File: src/rtl/chunk_adder_seq_pkg.sv
// Shared definitions for the chunk-serial adder: FSM encoding and default sizes.
package chunk_adder_seq_pkg;

  localparam int unsigned DEF_WIDTH = 32;
  localparam int unsigned DEF_CHUNK = 8;

  typedef enum logic [1:0] {
    IDLE = 2'd0,
    RUN  = 2'd1,
    DONE = 2'd2
  } state_t;

endpackage

File: src/rtl/chunk_adder_seq_rca_chunk.sv
// Combinational N-bit ripple-carry adder built from full-adder cells.
module rca_chunk
  import chunk_adder_seq_pkg::*;
#(
  parameter int unsigned N = DEF_CHUNK
) (
  output logic [N-1:0] sum,
  output logic         cout,
  input  logic [N-1:0] a,
  input  logic [N-1:0] b,
  input  logic         cin
);

  logic [N:0] c;

  assign c[0] = cin;

  for (genvar i = 0; i < N; i++) begin : g_fa
    assign sum[i]  = a[i] ^ b[i] ^ c[i];
    assign c[i+1]  = (a[i] & b[i]) | (c[i] & (a[i] ^ b[i]));
  end

  assign cout = c[N];

endmodule

File: src/rtl/chunk_adder_seq.sv
// Sequential adder/subtractor: one CHUNK-bit slice per cycle, LSB first,
// through a single shared ripple-carry chunk adder.
module chunk_adder_seq
  import chunk_adder_seq_pkg::*;
#(
  parameter int unsigned WIDTH = DEF_WIDTH,
  parameter int unsigned CHUNK = DEF_CHUNK
) (
  input  logic             clk,
  input  logic             rst,
  input  logic             start,
  input  logic             sub,
  input  logic [WIDTH-1:0] a,
  input  logic [WIDTH-1:0] b,
  input  logic             cin,
  output logic [WIDTH-1:0] s,
  output logic             cout,
  output logic             ovf,
  output logic             busy,
  output logic             done
);

  localparam int unsigned NCHUNK = WIDTH / CHUNK;
  localparam int unsigned CW     = $clog2(NCHUNK + 1);
  localparam logic [CW-1:0] LAST = CW'(NCHUNK - 1);

  if (WIDTH % CHUNK != 0) begin : g_bad_cfg
    $error("chunk_adder_seq: WIDTH must be a multiple of CHUNK");
  end

  state_t state, state_nx;

  logic [WIDTH-1:0] a_r, b_r, s_r;
  logic             carry;
  logic [CW-1:0]    k;
  logic             cout_r, ovf_r;
  logic             accept, last;
  logic [CHUNK-1:0] a_ch, b_ch, sum_ch;
  logic             c_ch;

  // Operand slices are selected by the counter, so operands stay intact for ovf.
  always_comb begin
    a_ch = '0;
    b_ch = '0;
    for (int unsigned i = 0; i < NCHUNK; i++) begin
      if (k == CW'(i)) begin
        a_ch = a_r[i*CHUNK +: CHUNK];
        b_ch = b_r[i*CHUNK +: CHUNK];
      end
    end
  end

  rca_chunk #(.N(CHUNK)) u_rca (
    .sum  (sum_ch),
    .cout (c_ch),
    .a    (a_ch),
    .b    (b_ch),
    .cin  (carry)
  );

  always_ff @(posedge clk or posedge rst) begin
    if (rst) state <= IDLE;
    else     state <= state_nx;
  end

  always_comb begin
    state_nx = state;
    busy     = 1'b0;
    done     = 1'b0;
    accept   = 1'b0;
    last     = 1'b0;
    case (state)
      IDLE: begin
        if (start) begin
          accept   = 1'b1;
          state_nx = RUN;
        end
      end
      RUN: begin
        busy = 1'b1;
        if (k == LAST) begin
          last     = 1'b1;
          state_nx = DONE;
        end
      end
      DONE: begin
        done     = 1'b1;
        state_nx = IDLE;
      end
      default: state_nx = IDLE;
    endcase
  end

  always_ff @(posedge clk or posedge rst) begin
    if (rst) begin
      a_r    <= '0;
      b_r    <= '0;
      s_r    <= '0;
      carry  <= 1'b0;
      k      <= '0;
      cout_r <= 1'b0;
      ovf_r  <= 1'b0;
    end else if (accept) begin
      a_r   <= a;
      b_r   <= sub ? ~b : b;
      carry <= sub ? 1'b1 : cin;
      k     <= '0;
    end else if (state == RUN) begin
      for (int unsigned i = 0; i < NCHUNK; i++) begin
        if (k == CW'(i)) s_r[i*CHUNK +: CHUNK] <= sum_ch;
      end
      carry <= c_ch;
      k     <= k + CW'(1);
      // Final chunk carries the MSB, so flags are resolved here and then held.
      if (last) begin
        cout_r <= c_ch;
        ovf_r  <= (a_r[WIDTH-1] == b_r[WIDTH-1]) && (sum_ch[CHUNK-1] != a_r[WIDTH-1]);
      end
    end
  end

  assign s    = s_r;
  assign cout = cout_r;
  assign ovf  = ovf_r;

endmodule

File: config.mk
export PLATFORM = sky130hd
export DESIGN_NAME = chunk_adder_seq
export DESIGN_NICKNAME = d
export VERILOG_FILES = /design/src/rtl/chunk_adder_seq_pkg.sv /design/src/rtl/chunk_adder_seq_rca_chunk.sv /design/src/rtl/chunk_adder_seq.sv
export SDC_FILE = /design/constraint.sdc
export NUM_CORES = 1
export LEC_CHECK = 0
export BUFFER_PORTS_ARGS = -buffer_cell sky130_fd_sc_hd__clkbuf_2
export CAP_MARGIN = 30
export CORE_AREA = 3 3 99 101
export CTS_CLUSTER_DIAMETER = 120
export DETAILED_ROUTE_END_ITERATION = 8
export DIE_AREA = 0 0 102 104
export GPL_TIMING_DRIVEN = 0
export PLACE_DENSITY_LB_ADDON = 0.3
export SLEW_MARGIN = 15
export SYNTH_ARGS = -nofsm -noshare
export SYNTH_HDL_FRONTEND = slang
export SYNTH_SLANG_ARGS = --single-unit
File: constraint.sdc
create_clock -name clk -period 6.2 [get_ports clk]
set_input_delay 0.62 -clock clk [delete_from_list [all_inputs] [get_ports clk]]
set_output_delay 0.62 -clock clk [all_outputs]
set_load 0.005 [all_outputs]
## Word-level counts from Yosys, hierarchy flattened

Index checks and enable logic that the tools add are counted.
Widths: inputs -> output; s select.

- Output and inout port bits: 36
- Register bits: 104
- Logic and storage cells: 96
- Input bits: 69

- Bitwise gates (word level): 42
- Add/subtract/negate cells: 1
- Equality and inequality tests: 9
- Mux-type cells: 23
- Reduce and logical (&&, ||, !) cells: 10

Operators with widths:

| cell | number |
|---|---|
| $mux 8 | 8 |
| $mux 32 | 1 |
| $not 32->32 | 1 |
| $and 1x1->1 | 16 |
| $xor 1x1->1 | 16 |
| $reduce_and 3->1 | 5 |
| $mux 1 | 9 |
| $or 1x1->1 | 8 |
| $eq 3x2->1 const B | 2 |
| $mux 3 | 2 |
| $mux 2 | 2 |
| $ne 2x2->1 const B | 2 |
| $pmux 2 s2 | 1 |
| $add 3x1->3 const B | 1 |
| $eq 3x1->1 const B | 1 |
| $logic_not 3->1 | 1 |
| $eq 2x1->1 const B | 1 |
| $eq 2x2->1 const B | 1 |
| $logic_not 2->1 | 1 |
| $reduce_and 2->1 | 1 |
| $reduce_bool 2->1 | 1 |
| $eq 1x1->1 | 1 |
| $logic_and 1x1->1 | 1 |
| $ne 1x1->1 | 1 |
| $not 1->1 | 1 |

## Longest topological paths before layout

Gate-level depths: netlist (run 1).

- Word-level depth: 24
- Depth in mapped cells: 22
- Mapped depth without buffers: 19

## Hierarchy

Synthesis (run 1) repeated with hierarchy kept, for this count alone.

- Cell total of the unflattened synthesis: 415
- Area, all modules: 4,873.4 um2

By module, submodules not included:

| module | times used | area an instance (um2) | cells each | seq. area each (um2) |
|---|---|---|---|---|
| chunk_adder_seq | 1 | 4,675.7 | 397 | 2,602.5 |
| rca_chunk | 1 | 197.7 | 18 | 0.0 |

## Worst setup path after synthesis (run 1)

OpenSTA, ideal clock, no wires.

- Kind: register to register
- Start: register k[0]
- End: register ovf_r, in the netlist ovf
- Data arrival time: 4,770 ps
- Required time: 6,064 ps
- Buffers on the path: 3
- Setup time: 136 ps
- Slack: 1,294 ps
- Period minus slack after synthesis: 4,906 ps
- Cell stages (with the launch flop): 22
- Cell sequence: dfrtp_1 -> ha_1 -> buf_4 -> nor2b_1 -> clkbuf_1 -> buf_4 -> a221oi_1 -> a2bb2oi_1 -> fa_1 -> fa_1 -> fa_1 -> fa_1 -> fa_1 -> inv_1 -> fa_1 -> inv_1 -> fa_1 -> inv_1 -> fa_1 -> nor3b_1 -> a21oi_1 -> o21ai_0

- Word-level cells in the longest chain between the ends: 23
- Elaborated cells between the ends (all ways): 47
- Those cells by class: 4 x eq/ne; 10 x mux; 30 x bitwise; 3 x reduce/logical

RTL lines:

| element | line | text |
|---|---|---|
| start: declaration | chunk_adder_seq.sv:35 | `logic [CW-1:0] k;` |
| start signal: assignment | chunk_adder_seq.sv:113 | `k <= k + CW'(1);` |
| $logic_not 3->1 | chunk_adder_seq.sv:46 | `if (k == CW'(i)) begin` |
| $mux 8 (4 in a row) | chunk_adder_seq.sv:46 |  |
| $xor 1x1->1 | chunk_adder_seq_rca_chunk.sv:20 | `assign c[i+1] = (a[i] & b[i]) \| (c[i] & (a[i] ^ b[i]));` |
| $and 1x1->1 | chunk_adder_seq_rca_chunk.sv:20 |  |
| $or 1x1->1 | chunk_adder_seq_rca_chunk.sv:20 |  |
| $and 1x1->1 | chunk_adder_seq_rca_chunk.sv:20 |  |
| $or 1x1->1 | chunk_adder_seq_rca_chunk.sv:20 |  |
| $and 1x1->1 | chunk_adder_seq_rca_chunk.sv:20 |  |
| (+5 left out) | -- |  |
| $and 1x1->1 | chunk_adder_seq_rca_chunk.sv:20 |  |
| $or 1x1->1 | chunk_adder_seq_rca_chunk.sv:20 |  |
| $and 1x1->1 | chunk_adder_seq_rca_chunk.sv:20 |  |
| $or 1x1->1 | chunk_adder_seq_rca_chunk.sv:20 |  |
| $xor 1x1->1 * | chunk_adder_seq_rca_chunk.sv:19 | `assign sum[i] = a[i] ^ b[i] ^ c[i];` |
| named net sum_ch[7] | chunk_adder_seq.sv:38 | `logic [CHUNK-1:0] a_ch, b_ch, sum_ch;` |
| $ne 1x1->1 * | chunk_adder_seq.sv:117 | `ovf_r <= (a_r[WIDTH-1] == b_r[WIDTH-1]) && (sum_ch[CHUNK-1] != a_r[WIDTH-1]);` |
| $logic_and 1x1->1 * | chunk_adder_seq.sv:117 |  |
| end signal: assignment | chunk_adder_seq.sv:117 |  |
| end: declaration | chunk_adder_seq.sv:36 | `logic cout_r, ovf_r;` |

Mark *: on every way through the listed nets, which the timed path passes. The rest lies on a longest branch.
A chain may end at the register's enable or synchronous reset.

## Final worst setup path (run 1)

- Start: register k[1]
- End: register ovf_r, in the netlist ovf

The elaborated chain is that of the path after synthesis.

==> results of run 1 <==
## state kept, by name, indices dropped and copies added, names as in the netlist
name / cells
b_r: 32
carry: 1
a_r: 32
ovf: 1
s: 32
k: 3
cout: 1
state: 2
## cell usage in the layout, fill, tap and decap left out
cell type,netlist,final
sky130_fd_sc_hd__nand2_1,153,153
sky130_fd_sc_hd__clkbuf_2,2,105
sky130_fd_sc_hd__dfrtp_1,104,104
sky130_fd_sc_hd__o21ai_0,72,72
sky130_fd_sc_hd__xnor2_1,32,32
sky130_fd_sc_hd__buf_2,14,14
sky130_fd_sc_hd__a221oi_1,13,13
sky130_fd_sc_hd__inv_1,12,11
sky130_fd_sc_hd__clkbuf_1,10,10
sky130_fd_sc_hd__clkbuf_8,0,10
sky130_fd_sc_hd__mux2_2,9,9
sky130_fd_sc_hd__a2bb2oi_1,9,9
sky130_fd_sc_hd__fa_1,8,8
sky130_fd_sc_hd__a21oi_1,6,6
sky130_fd_sc_hd__nor2_1,6,6
sky130_fd_sc_hd__buf_6,5,5
sky130_fd_sc_hd__ha_1,5,5
sky130_fd_sc_hd__nand2b_1,4,4
sky130_fd_sc_hd__nor2b_1,3,3
sky130_fd_sc_hd__a221o_1,3,3
sky130_fd_sc_hd__a32oi_1,3,3
sky130_fd_sc_hd__nand3_1,2,2
sky130_fd_sc_hd__buf_4,2,2
sky130_fd_sc_hd__nand4bb_1,2,2
sky130_fd_sc_hd__inv_6,0,2
sky130_fd_sc_hd__clkinv_2,0,2
sky130_fd_sc_hd__clkinv_4,0,2
sky130_fd_sc_hd__or3b_1,1,1
sky130_fd_sc_hd__nor3b_2,1,1
sky130_fd_sc_hd__nand3b_1,1,1
sky130_fd_sc_hd__nor3b_1,1,1
sky130_fd_sc_hd__o311ai_0,1,1
sky130_fd_sc_hd__and4bb_2,1,1
sky130_fd_sc_hd__o31ai_1,1,1
sky130_fd_sc_hd__mux2i_1,1,1
sky130_fd_sc_hd__clkinvlp_4,0,1
sky130_fd_sc_hd__buf_16,0,1
## cell families (layout without fill, tap and decap cells)
group / Yosys count / in the layout / synth area share, %
compound gates: 108 / 108 / 13.58
fa+ha+maj: 13 / 13 / 4.613
simple gates: 175 / 175 / 14.95
mux: 10 / 10 / 2.306
flops: 104 / 104 / 53.90
buf+inv: 45 / 165 / 4.846
xor+xnor: 32 / 32 / 5.805
## final timing paths
| check | end | slack, ns | cells past startpoint |
|---|---|---|---|
| worst max-delay path | ovf$_DFFE_PP0P_ | 0.69 | 22 |
| worst min-delay path | s[21]$_DFFE_PP0P_ | 0.26 | 2 |
| worst max register to register | ovf$_DFFE_PP0P_ | 0.69 | 22 |
| worst min register to register | a_r[21]$_DFFE_PP0P_ | 0.48 | 2 |
| max in group asynchronous | b_r[19]$_DFFE_PP0P_ | 5.31 | 3 |
| min in group clk | a_r[11]$_DFFE_PP0P_ | 0.44 | 3 |
## routing by layer
layer  track usage [%]  share of wire, %  wire, microns
met5                 0                 0              0
met4             6.654               2.1            226
met3             4.762               5.7            622
met2             34.12                47           5144
met1             30.54                45           4978
## cell type report
class | count | share of cell area (%)
repair buffers | 104 | 9.532
multi-input cells | 338 | 34.97
plain buffers | 33 | 3.316
inverters | 12 | 0.8785
flip-flops and latches | 104 | 45.68
clock buffers | 10 | 2.416
well taps | 111 | 2.438
clock inverters | 6 | 0.7687
## synthesized netlist by cell type, types with 2 or more instances
master and n:
sky130_fd_sc_hd__a32oi_1 3, sky130_fd_sc_hd__clkbuf_2 2, sky130_fd_sc_hd__o21ai_0 72, sky130_fd_sc_hd__buf_4 2
sky130_fd_sc_hd__xnor2_1 32, sky130_fd_sc_hd__dfrtp_1 104, sky130_fd_sc_hd__a2bb2oi_1 9, sky130_fd_sc_hd__nor2b_1 3
sky130_fd_sc_hd__clkbuf_1 10, sky130_fd_sc_hd__fa_1 8, sky130_fd_sc_hd__nand2_1 153, sky130_fd_sc_hd__a221oi_1 13
sky130_fd_sc_hd__ha_1 5, sky130_fd_sc_hd__nand3_1 2, sky130_fd_sc_hd__a221o_1 3, sky130_fd_sc_hd__a21oi_1 6
sky130_fd_sc_hd__buf_6 5, sky130_fd_sc_hd__nand4bb_1 2, sky130_fd_sc_hd__inv_1 12, sky130_fd_sc_hd__buf_2 14
sky130_fd_sc_hd__mux2_2 9, sky130_fd_sc_hd__nor2_1 6, sky130_fd_sc_hd__nand2b_1 4
## where the power goes
part / total (mW) / internal [mW] / switching (mW)
clock: 0.390 / 0.158 / 0.231
sequential: 1.19 / 1.00 / 0.191
combinational: 1.47 / 0.626 / 0.845
total: 3.06 / 1.79 / 1.27
## worst max-delay path: cells and delay by family, from the launching register on
family	cells	cell delay, ns
adder cells (fa/ha/maj)	9	3.14
AND/OR/NAND/NOR	2	0.32
flip-flops	1	0.40
AO/OA/AOI/OAI	4	0.49
buffers and inverters	7	1.02
==> impl_results.rst, run 1 <==
.. list-table::
   :header-rows: 1

   * - Metric
     - Value
   * - Run status
     - finished clean
   * - Final worst-path cycle share
     - 88.83%
   * - Post-CTS Setup Bufs
     - 0
   * - Area occupied by multi-input gates
     - 1992 sq um
   * - Cells after Synth
     - 487
   * - Non-filler instance count after layout
     - 718
   * - Peak supply drop
     - 0.1816 mV
   * - Startpoint of the most critical setup path
     - k[1]$_DFFE_PP0P_
   * - DR vias
     - 3799
   * - Overall fraction of global-route tracks in use
     - 21.85%
   * - Arrival time reported for the critical path endpoint
     - 5.75 ns
   * - Maximum buffer depth of the clock tree
     - 2
   * - Root buf cell
     - sky130_fd_sc_hd__clkbuf_8
   * - Final Hold Viols
     - 0
   * - Critical path's largest stage delay
     - 0.49 ns
   * - Leading area contributor after synthesis
     - sky130_fd_sc_hd__dfrtp_1
   * - Io pins
     - 105
   * - Largest net degree at the start of global routing
     - 58
   * - Starting density of the core
     - 53.01%
   * - Post-placement worst setup slack
     - 0.6985 ns
   * - Static Leak
     - 2.818 nW
   * - Global-route wire length before repair
     - 18260 microns
   * - Clock latency on the worst-skew pair
     - 0.36 ns
   * - Most common cell on crit path
     - sky130_fd_sc_hd__fa_1
   * - Maxcap violations
     - 0
   * - Final cell area excluding filler cells
     - 5697 sq um
   * - Share of synthesized area occupied by flip-flops and latches
     - 53.90%
   * - Proportion of layout cells with a drive suffix above 1
     - 25.54%
   * - Share of flip-flops with an asynchronous set or reset
     - 100.0%
   * - Via-per-instance ratio
     - 5.291
   * - CTS H-tree lvls
     - 3
   * - Count of port buffers added during placement
     - 103
   * - Max-slew headroom
     - 60.63%
   * - Worst Path Max Fanout
     - 10
   * - Number of remaining DRC errors
     - 0
   * - Synth warnings
     - 0
   * - Core Area
     - 9109 sq um
   * - Synth Net Count
     - 569
   * - Sequential Area
     - 2603 sq um
   * - Cells after DPL
     - 702
   * - Antenna violations before repair
     - 0
   * - Vert. Die Dim
     - 104 microns
   * - Least-Margin Pin Slew
     - 0.5879 ns
   * - Wirelength per Cell
     - 15.28 microns
   * - Tightest Hold Check Type
     - in -> async
   * - Clock buffers created by TritonCTS
     - 9
   * - Worst path cell trace
     - inv_1 -> ha_1 -> buf_4 -> nor2b_1 -> clkbuf_1 -> buf_4 -> a221oi_1 -> a2bb2oi_1 -> fa_1 -> fa_1 -> fa_1 -> fa_1 -> fa_1 -> inv_1 -> fa_1 -> inv_1 -> fa_1 -> inv_1 -> fa_1 -> nor3b_1 -> a21oi_1 -> o21ai_0
   * - Fraction of post-synthesis cell area in the top cell type by area
     - 53.90%
   * - Final WL
     - 10970 microns
   * - EDFF count, synth
     - 0
   * - Prevailing post-synth register cell
     - sky130_fd_sc_hd__dfrtp_1
   * - Max Clock Freq
     - 0.1816 GHz
   * - Vias in the first global route
     - 3857
   * - Clk_skew
     - 0.008456 ns
   * - Synth area leaders
     - sky130_fd_sc_hd__dfrtp_1, sky130_fd_sc_hd__nand2_1, sky130_fd_sc_hd__o21ai_0
   * - Critical Path Slowest Stage Cell
     - sky130_fd_sc_hd__fa_1
   * - Number of pins with negative max-slew slack in the final report
     - 0
   * - Final count of negative-setup-slack endpoints
     - 0
   * - Total design power
     - 3.056 mW
   * - Die area
     - 10610 sq um
   * - Placement-stage cell area
     - 5515 sq um
   * - Worst path setup slack after routing
     - 0.6924 ns
   * - Detailed Route Iter0 Violations
     - 171
   * - Areal power density over the cells
     - 536.4 nW/um^2
   * - Worst hold margin
     - 0.2614 ns
   * - Placer congestion estimate
     - 0.8107
   * - Die Wd
     - 102 microns
   * - Kind of end point of the critical path
     - register
   * - Synthesized area per cell
     - 9.915 sq um
   * - Resized cells post-CTS
     - 0
   * - HPWL after detailed placement
     - 8520 microns
   * - Post-route minimum period
     - 5.508 ns
   * - Rows
     - 35
   * - FF+latch count, synth
     - 104
   * - Critical path type
     - reg -> reg
   * - Quantity of hold-fixing buffers added after cts
     - 0
   * - Net count reported at finish
     - 684
   * - Clk sinks
     - 104
   * - Req. time, crit path
     - 6.44 ns
   * - Post-synthesis cell area
     - 4828 sq um
   * - Antenna Cells
     - 0
   * - Cell variety after synth
     - 31
   * - Unrepaired setup endpoints after global routing
     - false
   * - Total grt overflow
     - 0
   * - TritonRoute pass-1 iters
     - 4
   * - Layout Utilization
     - 62.54%
   * - Element type at the critical path start
     - register
   * - Clock Pin Slew Worst Setup and Hold Paths
     - 0.09 ns
   * - Remaining number of nets flagged by the antenna check after routing
     - 0
   * - Clock tree from TritonCTS
     - yes
   * - Aggregate negative setup slack
     - 0 ns
   * - Startpoint of the worst-slack reg-to-reg timing path
     - k[1]$_DFFE_PP0P_
   * - Count of filler cells inserted in the layout
     - 801
   * - Synthesis-to-finish area growth
     - 17.98%
No activity file was read; power rests on OpenSTA's default activity.
==> inputs of run 2 (changes only) <==
--- a/config.mk
+++ b/config.mk
@@ -5,14 +5,16 @@
 export SDC_FILE = /design/constraint.sdc
 export NUM_CORES = 1
 export LEC_CHECK = 0
+export ABC_AREA = 1
 export BUFFER_PORTS_ARGS = -buffer_cell sky130_fd_sc_hd__clkbuf_2
 export CAP_MARGIN = 30
-export CORE_AREA = 3 3 99 101
+export CORE_AREA = 3 3 102 104
 export CTS_CLUSTER_DIAMETER = 120
 export DETAILED_ROUTE_END_ITERATION = 8
-export DIE_AREA = 0 0 102 104
+export DIE_AREA = 0 0 105 107
 export GPL_TIMING_DRIVEN = 0
-export PLACE_DENSITY_LB_ADDON = 0.3
+export PLACE_DENSITY = 0.78
+export SKIP_LAST_GASP = 1
 export SLEW_MARGIN = 15
 export SYNTH_ARGS = -nofsm -noshare
 export SYNTH_HDL_FRONTEND = slang
==> run 2 against run 1 <==
Critical path type unchanged. Largest power group unchanged. Sequential cell count stayed put. Largest cell class unchanged. Synthesized area is 7.5% higher. Critical endpoint unchanged. Cell count is 19% higher. Fmax is 0.97% lower. Clock power is 10% higher.
==> impl_results.rst, run 2 <==
.. list-table::
   :header-rows: 1

   * - Metric
     - Value
   * - Run status
     - finished clean
   * - Clock buffers created by TritonCTS
     - 9
   * - Cell variety after synth
     - 27
   * - Relative contribution of the clock network to total power
     - 12.9%
   * - Starting density of the core
     - 53.86%
   * - Io pins
     - 105
   * - Via-per-instance ratio
     - 4.995
   * - Final worst-path cycle share
     - 89.70%
   * - Die area
     - 11240 sq um
   * - Number of pins with negative max-slew slack in the final report
     - 0
   * - DR vias
     - 4276
   * - Cell with the most instances after synthesis
     - sky130_fd_sc_hd__nand2_1
   * - Aggregate negative setup slack
     - 0 ns
   * - Least-Margin Pin Slew
     - 0.4430 ns
   * - Count of filler cells inserted in the layout
     - 864
   * - Max Clock Freq
     - 0.1798 GHz
   * - Cells after Synth
     - 603
   * - Resized cells post-CTS
     - 0
   * - Final Hold Viols
     - 0
   * - Synth warnings
     - 0
   * - Root buf cell
     - sky130_fd_sc_hd__clkbuf_8
   * - Worst path setup slack after routing
     - 0.6387 ns
   * - Share of total power consumed by net switching
     - 46.08%
   * - Prevailing post-synth register cell
     - sky130_fd_sc_hd__dfrtp_1
   * - Synth area leaders
     - sky130_fd_sc_hd__dfrtp_1, sky130_fd_sc_hd__nand2_1, sky130_fd_sc_hd__o21ai_0
   * - Clock Pin Slew Worst Setup and Hold Paths
     - 0.12 ns
   * - Clk sinks
     - 104
   * - TritonRoute pass-1 iters
     - 5
   * - Share of flip-flops with an asynchronous set or reset
     - 100.0%
   * - Overall fraction of global-route tracks in use
     - 23.24%
   * - Vert. Die Dim
     - 107 microns
   * - Placer congestion estimate
     - 0.9059
   * - Post-placement worst setup slack
     - 0.6905 ns
   * - Largest net degree at the start of global routing
     - 59
   * - Maxcap violations
     - 0
   * - Post-CTS Setup Bufs
     - 0
   * - Net count reported at finish
     - 800
   * - Global-route wire length before repair
     - 20660 microns
   * - Fraction of post-synthesis cell area in the top cell type by area
     - 50.13%
   * - Antenna Cells
     - 0
   * - Proportion of layout cells with a drive suffix above 1
     - 24.48%
   * - Synthesis-to-finish area growth
     - 17.81%
   * - Cells after DPL
     - 840
   * - Internal power
     - 1.788 mW
   * - Final WL
     - 12220 microns
   * - Post-synthesis cell area
     - 5191 sq um
   * - Core Area
     - 9639 sq um
   * - Critical path type
     - reg -> reg
   * - Synthesized area per cell
     - 8.609 sq um
   * - HPWL after detailed placement
     - 9582 microns
   * - Non-filler instance count after layout
     - 856
   * - Kind of end point of the critical path
     - register
   * - Maximum buffer depth of the clock tree
     - 2
   * - Synth Net Count
     - 685
   * - Static Leak
     - 3.170 nW
   * - Wirelength per Cell
     - 14.27 microns
   * - EDFF count, synth
     - 0
   * - Worst hold margin
     - 0.2536 ns
   * - Worst Path Max Fanout
     - 10
   * - Unrepaired setup endpoints after global routing
     - false
   * - Share of synthesized area occupied by flip-flops and latches
     - 50.13%
   * - Req. time, crit path
     - 6.51 ns
   * - Count of port buffers added during placement
     - 103
   * - Element type at the critical path start
     - register
   * - Total grt overflow
     - 0
   * - Arrival time reported for the critical path endpoint
     - 5.87 ns
   * - Clock tree from TritonCTS
     - yes
   * - FF+latch count, synth
     - 104
   * - List of most frequent post-synthesis cells
     - sky130_fd_sc_hd__nand2_1, sky130_fd_sc_hd__dfrtp_1, sky130_fd_sc_hd__o21ai_0
   * - Register share of total power
     - 35.5%
   * - Leading area contributor after synthesis
     - sky130_fd_sc_hd__dfrtp_1
   * - Remaining number of nets flagged by the antenna check after routing
     - 0
   * - Quantity of hold-fixing buffers added after cts
     - 0
   * - Tightest Hold Check Type
     - in -> async
   * - Die Wd
     - 105 microns
   * - Clk_skew
     - 0.01632 ns
   * - Areal power density over the cells
     - 542.3 nW/um^2
   * - Rows
     - 36
   * - Number of remaining DRC errors
     - 0
   * - Peak supply drop
     - 0.2847 mV
   * - Final count of negative-setup-slack endpoints
     - 0
   * - Commonest non-fill, non-tap cell in the layout
     - sky130_fd_sc_hd__nand2_1
   * - Post-route minimum period
     - 5.561 ns
   * - Vias in the first global route
     - 4335
   * - Max-slew headroom
     - 70.46%
   * - Detailed Route Iter0 Violations
     - 257
   * - Sw Pwr
     - 1.528 mW
   * - Clock latency on the worst-skew pair
     - 0.38 ns
   * - Proportion of power drawn by combinational gates
     - 51.5%
   * - CTS H-tree lvls
     - 3
   * - Antenna violations before repair
     - 0
   * - Top library cells by usage in the layout, fill and taps aside
     - sky130_fd_sc_hd__nand2_1, sky130_fd_sc_hd__dfrtp_1, sky130_fd_sc_hd__clkbuf_2, sky130_fd_sc_hd__o21ai_0, sky130_fd_sc_hd__inv_1
-- run 2: changes by cell type after synthesis, sizes merged, moves of 6 or more --
cell | previous run | this run
nand3 | 2 | 35
a221oi | 13 | 0
mux2 | 9 | 0
o21ai | 72 | 85
inv | 12 | 48
or2 | 0 | 6
a21boi | 0 | 6
clkbuf | 12 | 5
nor2 | 6 | 13
buf | 21 | 28
a2bb2oi | 9 | 0
nand2 | 153 | 223
-- run 2: stage by stage --
step	cell area (sq um)	power [mW]	util, %
after detailed placement	5906	2.900	61.27
after CTS	6116	3.333	63.45
after global placement	5873	2.829	60.93
final	6116	3.317	63.45
after global routing	6116	3.627	63.45
after floorplan	5191	2.277	-
-- run 2: kinds of logic (layout without fill, tap and decap cells) --
kind of cell	count (synthesis)	after routing	synth area share (%)
buffers and inverters	81	201	7.713
adders and majority gates	13	13	4.290
DFF	104	104	50.13
xor gates and xnor gates	32	32	5.399
and+or+nand+nor	277	277	22.85
AOI/OAI and AO/OA	96	96	9.617
-- run 2: area by class of cell --
cell class	count	area, sq um	area share, %
Sequential cell	104	2603	42.55
Tap cell	133	166.4	2.721
Clock inverter	7	86.33	1.412
Inverter	48	185.2	3.028
Multi-Input combinational cell	418	2188	35.78
Buffer	33	220.2	3.601
Timing Repair Buffer	104	543.0	8.879
Clock buffer	9	123.9	2.025
-- run 2: per-layer routing --
metal  routed length (microns)  global-route usage (%)  vias to the layer above
li1                          -                       -                     2110
met1                      5258                   30.05                     2012
met2                      6056                   40.05                      137
met3                       663                   4.515                       17
met4                       238                   6.560                        0
met5                         0                       0                        -
-- run 2: path summary, 6_finish.rpt --
check,cells past startpoint,slack [ns],start,to
min in group clk,3,0.43,a[16],a_r[16]$_DFFE_PP0P_
max,24,0.64,k[2]$_DFFE_PP0P_,ovf$_DFFE_PP0P_
max reg2reg,24,0.64,k[2]$_DFFE_PP0P_,ovf$_DFFE_PP0P_
min reg2reg,2,0.49,cout$_DFFE_PP0P_,cout$_DFFE_PP0P_
max in group asynchronous,3,5.34,rst,a_r[25]$_DFFE_PP0P_
min,2,0.25,rst,a_r[11]$_DFFE_PP0P_
-- run 2: power by group through the flow --
stage / clock network, mW / registers, mW / logic, mW
floorplan: 0 / 1.15 / 1.13
global placement: 0 / 1.17 / 1.65
detailed placement: 0 / 1.19 / 1.71
CTS: 0.433 / 1.18 / 1.72
global route: 0.463 / 1.21 / 1.95
finish: 0.429 / 1.18 / 1.71
-- run 2: critical path: stages (launching register included) --
cell,delay (ns)
sky130_fd_sc_hd__dfrtp_1,0.49
sky130_fd_sc_hd__inv_2,0.11
sky130_fd_sc_hd__buf_6,0.15
sky130_fd_sc_hd__buf_6,0.15
sky130_fd_sc_hd__ha_1,0.19
sky130_fd_sc_hd__buf_4,0.17
sky130_fd_sc_hd__inv_2,0.13
sky130_fd_sc_hd__clkbuf_1,0.30
sky130_fd_sc_hd__o21ai_1,0.11
sky130_fd_sc_hd__inv_1,0.07
sky130_fd_sc_hd__a21boi_1,0.08
sky130_fd_sc_hd__fa_1,0.41
sky130_fd_sc_hd__fa_1,0.42
sky130_fd_sc_hd__fa_1,0.39
sky130_fd_sc_hd__fa_1,0.39
sky130_fd_sc_hd__fa_1,0.36
sky130_fd_sc_hd__inv_1,0.07
sky130_fd_sc_hd__fa_1,0.15
sky130_fd_sc_hd__inv_1,0.05
sky130_fd_sc_hd__fa_1,0.38
sky130_fd_sc_hd__inv_1,0.08
sky130_fd_sc_hd__fa_1,0.46
sky130_fd_sc_hd__o21ai_0,0.18
sky130_fd_sc_hd__nand2_1,0.06
sky130_fd_sc_hd__o21ai_0,0.13
